**src/rtl/autosa_rbk_sreg_pkg.sv**
```systemverilog
// Shared constants for the Rubik multi-channel status/pointer register block.
// Holds the per-channel register offsets, the global summary offset, the
// interrupt event bit positions and the channel-count ceiling.
package autosa_rbk_sreg_pkg;

    localparam int MAX_CH = 16;

    // Per-channel register offsets within a channel's 16-byte slot
    localparam logic [3:0] OFF_STATUS   = 4'h0;
    localparam logic [3:0] OFF_POINTER  = 4'h4;
    localparam logic [3:0] OFF_INTR_STS = 4'h8;
    localparam logic [3:0] OFF_INTR_EN  = 4'hC;

    // Global summary register and channel slot size, relative to the window base
    localparam logic [8:0] OFF_INTR_SUM = 9'h100;
    localparam logic [8:0] CH_STRIDE    = 9'h010;

    // Interrupt event bit positions in INTR_STS / INTR_EN
    localparam int CONS_ADV = 0;
    localparam int DRAINED  = 1;

    // Word index of a register inside a channel slot (offset bits [3:2])
    typedef enum logic [1:0] {
        REG_STATUS   = 2'd0,
        REG_POINTER  = 2'd1,
        REG_INTR_STS = 2'd2,
        REG_INTR_EN  = 2'd3
    } chan_reg_e;

endpackage

```
**src/rtl/autosa_rbk_sreg_chan.sv**
```systemverilog
// One channel of the Rubik register block: producer pointer, sticky W1C
// interrupt events with enables, and the event detectors watching the
// datapath's consumer pointer and the derived pending count.
module autosa_rbk_sreg_chan
    import autosa_rbk_sreg_pkg::*;
#(
    parameter int PTR_W = 8,
    parameter int STS_W = 2
) (
    input  logic             autosa_core_clk,
    input  logic             autosa_core_rstn,
    input  logic [PTR_W-1:0] consumer,
    input  logic [STS_W-1:0] status,
    input  chan_reg_e        rd_sel,
    input  logic [31:0]      wr_data,
    input  logic             wr_ptr,
    input  logic             wr_ists,
    input  logic             wr_ien,
    output logic [PTR_W-1:0] producer,
    output logic [31:0]      rd_word,
    output logic             pend_evt
);

    logic [PTR_W-1:0] consumer_d;
    logic [PTR_W-1:0] pending;
    logic [PTR_W-1:0] pending_d;
    logic             armed;
    logic [1:0]       intr_sts;
    logic [1:0]       intr_en;
    logic [1:0]       evt_set;
    logic [1:0]       evt_clr;
    logic             unused_wr;

    assign unused_wr = ^wr_data;

    // Pending count wraps naturally in PTR_W bits
    assign pending  = producer - consumer;
    assign pend_evt = |(intr_sts & intr_en);

    // Hardware event detection and software clear mask; armed masks the first cycle after reset
    always_comb begin
        evt_set           = 2'b00;
        evt_set[CONS_ADV] = armed && (consumer != consumer_d);
        evt_set[DRAINED]  = armed && (pending_d != '0) && (pending == '0);
        evt_clr           = wr_ists ? wr_data[1:0] : 2'b00;
    end

    // Channel state; a hardware set overrides a same-cycle software clear
    always_ff @(posedge autosa_core_clk or negedge autosa_core_rstn) begin
        if (!autosa_core_rstn) begin
            producer   <= '0;
            consumer_d <= '0;
            pending_d  <= '0;
            armed      <= 1'b0;
            intr_sts   <= 2'b00;
            intr_en    <= 2'b00;
        end else begin
            consumer_d <= consumer;
            pending_d  <= pending;
            armed      <= 1'b1;
            intr_sts   <= (intr_sts & ~evt_clr) | evt_set;
            if (wr_ptr) begin
                producer <= wr_data[PTR_W-1:0];
            end
            if (wr_ien) begin
                intr_en <= wr_data[1:0];
            end
        end
    end

    // Read word for the selected register of this channel; unused bits stay 0
    always_comb begin
        rd_word = '0;
        case (rd_sel)
            REG_STATUS: begin
                rd_word[STS_W-1:0]  = status;
                rd_word[16+:PTR_W]  = pending;
            end
            REG_POINTER: begin
                rd_word[PTR_W-1:0]  = producer;
                rd_word[16+:PTR_W]  = consumer;
            end
            REG_INTR_STS: rd_word[1:0] = intr_sts;
            REG_INTR_EN:  rd_word[1:0] = intr_en;
            default:      rd_word = '0;
        endcase
    end

endmodule

```
**src/rtl/autosa_rbk_multi_ch_reg.sv**
```systemverilog
// Rubik status/pointer register block for NUM_CH producer/consumer channels.
// Decodes the CSB offset into a channel slot or the global INTR_SUM register,
// muxes read data and registers the merged interrupt.
// Build option AUTOSA_RBK_SREG_RDREG_EN: when defined, reg_rd_data is
// registered (one cycle behind reg_offset); otherwise it is combinational.
module autosa_rbk_multi_ch_reg
    import autosa_rbk_sreg_pkg::*;
#(
    parameter int          NUM_CH      = 4,
    parameter int          PTR_W       = 8,
    parameter int          STS_W       = 2,
    parameter logic [11:0] BASE_OFFSET = 12'h000
) (
    input  logic                    autosa_core_clk,
    input  logic                    autosa_core_rstn,
    input  logic [11:0]             reg_offset,
    input  logic [31:0]             reg_wr_data,
    input  logic                    reg_wr_en,
    output logic [31:0]             reg_rd_data,
    output logic [NUM_CH*PTR_W-1:0] producer,
    input  logic [NUM_CH*PTR_W-1:0] consumer,
    input  logic [NUM_CH*STS_W-1:0] status,
    output logic                    intr
);

    logic              in_window;
    logic [8:0]        rel;
    logic              chan_region;
    logic              sum_hit;
    chan_reg_e         reg_sel;
    logic [NUM_CH-1:0] ch_sel;
    logic [NUM_CH-1:0] intr_sum;
    logic [31:0]       chan_rd [NUM_CH];
    logic [31:0]       rd_comb;

    // The window is 512-byte aligned, so the low nine offset bits are window-relative
    assign in_window   = (reg_offset[11:9] == BASE_OFFSET[11:9]);
    assign rel         = reg_offset[8:0];
    assign chan_region = in_window && !rel[8] && (rel[1:0] == 2'b00);
    assign sum_hit     = in_window && (rel == OFF_INTR_SUM);
    assign reg_sel     = chan_reg_e'(rel[3:2]);

    // Channel slots are CH_STRIDE apart, so bits [7:4] pick the channel
    for (genvar i = 0; i < NUM_CH; i++) begin : g_ch
        assign ch_sel[i] = chan_region && (rel[7:4] == 4'(i));

        autosa_rbk_sreg_chan #(
            .PTR_W (PTR_W),
            .STS_W (STS_W)
        ) u_chan (
            .autosa_core_clk  (autosa_core_clk),
            .autosa_core_rstn (autosa_core_rstn),
            .consumer         (consumer[i*PTR_W +: PTR_W]),
            .status           (status[i*STS_W +: STS_W]),
            .rd_sel           (reg_sel),
            .wr_data          (reg_wr_data),
            .wr_ptr           (ch_sel[i] && reg_wr_en && (reg_sel == REG_POINTER)),
            .wr_ists          (ch_sel[i] && reg_wr_en && (reg_sel == REG_INTR_STS)),
            .wr_ien           (ch_sel[i] && reg_wr_en && (reg_sel == REG_INTR_EN)),
            .producer         (producer[i*PTR_W +: PTR_W]),
            .rd_word          (chan_rd[i]),
            .pend_evt         (intr_sum[i])
        );
    end

    // Read mux: selected channel word, INTR_SUM, or 0 for anything unmapped
    always_comb begin
        rd_comb = '0;
        for (int i = 0; i < NUM_CH; i++) begin
            if (ch_sel[i]) begin
                rd_comb = rd_comb | chan_rd[i];
            end
        end
        if (sum_hit) begin
            rd_comb = 32'(intr_sum);
        end
    end

    // Merged interrupt toward the core aggregator, registered
    always_ff @(posedge autosa_core_clk or negedge autosa_core_rstn) begin
        if (!autosa_core_rstn) begin
            intr <= 1'b0;
        end else begin
            intr <= |intr_sum;
        end
    end

`ifdef AUTOSA_RBK_SREG_RDREG_EN
    // Registered read data, valid the cycle after the offset is presented
    always_ff @(posedge autosa_core_clk or negedge autosa_core_rstn) begin
        if (!autosa_core_rstn) begin
            reg_rd_data <= '0;
        end else begin
            reg_rd_data <= rd_comb;
        end
    end
`else
    assign reg_rd_data = rd_comb;
`endif

endmodule
```
**config.mk**
```make
export PLATFORM = sky130hd
export DESIGN_NAME = autosa_rbk_multi_ch_reg
export DESIGN_NICKNAME = d
export VERILOG_FILES = /design/src/rtl/autosa_rbk_sreg_pkg.sv /design/src/rtl/autosa_rbk_sreg_chan.sv /design/src/rtl/autosa_rbk_multi_ch_reg.sv
export SDC_FILE = /design/constraint.sdc
export NUM_CORES = 1
export LEC_CHECK = 0
export CAP_MARGIN = 20
export CORE_ASPECT_RATIO = 0.7
export CORE_MARGIN = 2
export CORE_UTILIZATION = 50
export CTS_CLUSTER_SIZE = 8
export DETAILED_ROUTE_END_ITERATION = 6
export PLACE_DENSITY = 0.84
export SLEW_MARGIN = 20
export SYNTH_ARGS = -nofsm -noshare
export SYNTH_HDL_FRONTEND = slang
export SYNTH_SLANG_ARGS = --single-unit
```
**constraint.sdc**
```tcl
create_clock -name autosa_core_clk -period 4.2 [get_ports autosa_core_clk]
set_clock_uncertainty 0.15 [all_clocks]
set_input_delay 0.84 -clock autosa_core_clk [delete_from_list [all_inputs] [get_ports autosa_core_clk]]
set_output_delay 0.84 -clock autosa_core_clk [all_outputs]
set_load 0.02 [all_outputs]
```
==> results.yml <==
outcome:
  status: "complete, but fails checks"
  violations: "setup timing"
clock_tree:
  htree_levels: 4
  cts_tree: "done"
  cts_sinks: 114
  cts_buffers: 17
  cts_root_buf: "clkbuf_16"
  clockBufferDepth: 2
  cts-hold-fix-buffers: 0
  worstSkewPairLatency_ns: 0.43
  path_clk_slew_ns: 0.05
critical_path:
  critPathMaxFanout: 4
  worstPathRequired_ns: 3.21
  critPathKind: "primary input to output pin"
  cp_common_cell: "buf_6"
  cpPeakStageDelay_ns: 0.49
  cp_cell_sequence: "clkdlybuf4s50_1, inv_1, ha_1, buf_6, o21ai_4, nor3b_4, buf_6, o31ai_4, a222oi_1, a21oi_1, buf_4"
  slowest_stage: "clkdlybuf4s50_1"
  worstSetupEndpointType: "output pin"
  reg2reg_depth: 21
  startpoint_type: "primary input"
  worstPathArrival_ns: 3.27
sta:
  fmax_ghz: 0.234
  finalSetupViolations: 2
  setup_slack_ns: -0.0649
  fin_crit_sh_pct: 102
  report.final.slew_viol_count: 0
  hold_viol: 0
  worstMarginPinSlew_ns: 0.879
  relSlewSlack_pct: 41.4
  period_minus_slack_ns: 4.26
placement:
  pre_cts_slack_ns: -0.742
  gp_congestion: 1.02
  place_area_sq_um: 8750
  io_buffer_count: 111
  dp_hpwl_um: 17300
min_path:
  worstHoldPathType: "primary input to asynchronous set/reset pin"
layout:
  multi_input_area_sq_um: 3730
  drive_above_1_share_pct: 36.8
  diodes: 0
  area_delta_synth_final_pct: 53.7
  final_common_cell: "buf_4"
  final_area_sq_um: 10000
  layout.nets: 1013
  layout_common_cells: "buf_4 (180), dfrtp_1 (114), clkdlybuf4s50_1 (86)"
  area.sequential_sq_um: 2850
  n_fill_cell: 667
floorplan:
  dieWidth_um: 141
  start_util_pct: 51.8
  io_pins: 152
  rows: 34
  die_h_um: 99.6
  die_area_sq_um: 14000
  core_area_sq_um: 12600
routing:
  remaining_drc_errors: 0
  drt_wl_total_um: 26300
  vias: 6823
  drtIter0Drc: 821
  dr.pass1.iters: 6
  avgRoutedWirePerCell_um: 24.6
  postRouteAntennaNets: 0
  vias_per_cell: 6.38
job:
  maxCapViolCount: 0
yosys:
  synth_cells: 598
  ys.flop_type: "dfrtp_1"
  synth-edff-count: 0
  ys_warn_count: 0
  syn-cell-area_sq_um: 6520
  syn_avg_cell_area_sq_um: 10.9
  seq_area_frac_synth_pct: 43.7
  ys_ff_latch: 114
  ys_types: 61
  synthArstFlopShare_pct: 100
global_route:
  overflow: 0
  gr-usage-all-layers_pct: 36.4
  antenna_found_initial: 0
  grt_pass1_vias: 6812
  grt_pass1_wl_um: 38400
  grt_start_max_net_pins: 68
power_and_ir_drop:
  p_seq_share_pct: 36.3
  peakVddDrop_uv: 299
  switching_share_pct: 24.8
  p_leak_nw: 4.64
  combPwrFrac_pct: 15.9
  pwr-share-clk_pct: 47.8
  net-switching-power_uw: 799
  internal-power_mw: 2.43
  powerDensity_nw_per_um2: 322
sequential cells by signal, summed over array words and instances (netlist names):
signal	flops
g_ch.u_chan.intr_sts	8
g_ch.u_chan.producer	32
g_ch.u_chan.armed	1
g_ch.u_chan.pending_d	32
g_ch.u_chan.intr_en	8
g_ch.u_chan.consumer_d	32
intr	1
through the flow:
stage	utilization [%]	hold slack [ns]	instances	TNS, ns	total power, mW
floorplan	-	0.331	613	0	1.36
global placement	69.5	0.359	994	-3.81	1.58
detailed placement	69.5	0.374	994	-4.47	1.60
CTS	77.9	0.394	1066	-0.0195	3.17
global route	79.6	0.414	1069	-0.304	3.30
finish	79.6	0.388	1069	-0.0959	3.23
critical path: cells and delay by family:
family	cells	cell delay, ns
compound gates	4	0.83
simple gates	1	0.23
buf+inv	5	1.04
fa+ha+maj	1	0.32
cell type report:
cell class / instances / area share (%)
Multi-Input combinational cell: 424 / 37.2
Sequential cell: 114 / 28.5
Timing Repair Buffer: 289 / 24.3
Clock buffer: 22 / 4.73
Tap cell: 162 / 2.02
Inverter: 48 / 1.80
Clock inverter: 10 / 1.55
metal layers:
| layer | vias to the layer above | track usage, % | share of wire (%) |
|---|---|---|---|
| met2 | 581 | 56.5 | 44 |
| met3 | 158 | 11.9 | 12 |
| met1 | 3313 | 46.9 | 38 |
| li1 | 2771 | - | - |
| met5 | - | 0 | 0 |
| met4 | 0 | 17.2 | 5.8 |
cell families after synthesis:
family | after synthesis | share of synthesized area (%)
multiplexers | 56 | 11.5
other | 2 | 0.115
XOR/XNOR | 51 | 6.85
AO/OA/AOI/OAI | 134 | 14.3
buffers and inverters | 75 | 5.37
adder cells (fa/ha/maj) | 32 | 6.60
AND/OR/NAND/NOR | 134 | 11.6
flip-flops | 114 | 43.7
cell usage after synthesis (4+ instances only):
| cell type | count | share of area (%) |
|---|---|---|
| nand2b_1 | 6 | 0.58 |
| a21o_1 | 5 | 0.58 |
| buf_4 | 16 | 1.8 |
| a22oi_1 | 17 | 2.0 |
| fa_1 | 4 | 1.2 |
| inv_1 | 47 | 2.7 |
| a221oi_1 | 9 | 1.2 |
| mux4_2 | 11 | 3.8 |
| nor2b_1 | 7 | 0.67 |
| buf_2 | 7 | 0.54 |
| a2111o_1 | 5 | 0.86 |
| nor3_1 | 7 | 0.54 |
| nor4_1 | 8 | 0.77 |
| and3_1 | 4 | 0.38 |
| nand2_1 | 25 | 1.4 |
| nand4_1 | 14 | 1.3 |
| xor2_1 | 8 | 1.1 |
| ha_1 | 28 | 5.4 |
| nor2_1 | 30 | 1.7 |
| dfrtp_1 | 114 | 44 |
| a211oi_1 | 4 | 0.46 |
| xnor2_1 | 43 | 5.8 |
| nor3b_1 | 6 | 0.69 |
| mux2_2 | 39 | 6.7 |
| mux2i_1 | 6 | 0.92 |
| o31ai_1 | 4 | 0.46 |
| a21oi_1 | 20 | 1.5 |
| nand3_1 | 7 | 0.54 |
| o21ai_0 | 32 | 2.5 |
path summary, 6_finish.rpt:
path                                                           start                                     end  slack [ns]
max                                                      consumer[2]                         reg_rd_data[19]       -0.06
min                                                 autosa_core_rstn   g_ch[2].u_chan.pending_d[4]$_DFF_PN0_        0.39
max reg2reg                   g_ch[1].u_chan.producer[0]$_DFFE_PN0P_    g_ch[1].u_chan.intr_sts[1]$_DFF_PN0_        0.16
min reg2reg                    g_ch[1].u_chan.intr_en[0]$_DFFE_PN0P_   g_ch[1].u_chan.intr_en[0]$_DFFE_PN0P_        0.39
max in group asynchronous                           autosa_core_rstn  g_ch[0].u_chan.producer[1]$_DFFE_PN0P_        2.61
min in group autosa_core_clk   g_ch[1].u_chan.intr_en[0]$_DFFE_PN0P_   g_ch[1].u_chan.intr_en[0]$_DFFE_PN0P_        0.39
power groups by stage:
stage               Sequential, mW  Combinational (mW)  Clock, mW
CTS                           1.17               0.466       1.53
global placement              1.18               0.395          0
global route                  1.17               0.537       1.59
detailed placement            1.18               0.411          0
floorplan                     1.18               0.181          0
finish                        1.17               0.512       1.54
what timing repair did:
item / 4_1_cts / 5_1_grt
resized for setup: 85 / 46
endpoints found under the setup margin: 16 / 12
pin swaps: 29 / 26
setup buffers: 40 / 3
No activity file was read; power rests on OpenSTA's default activity.
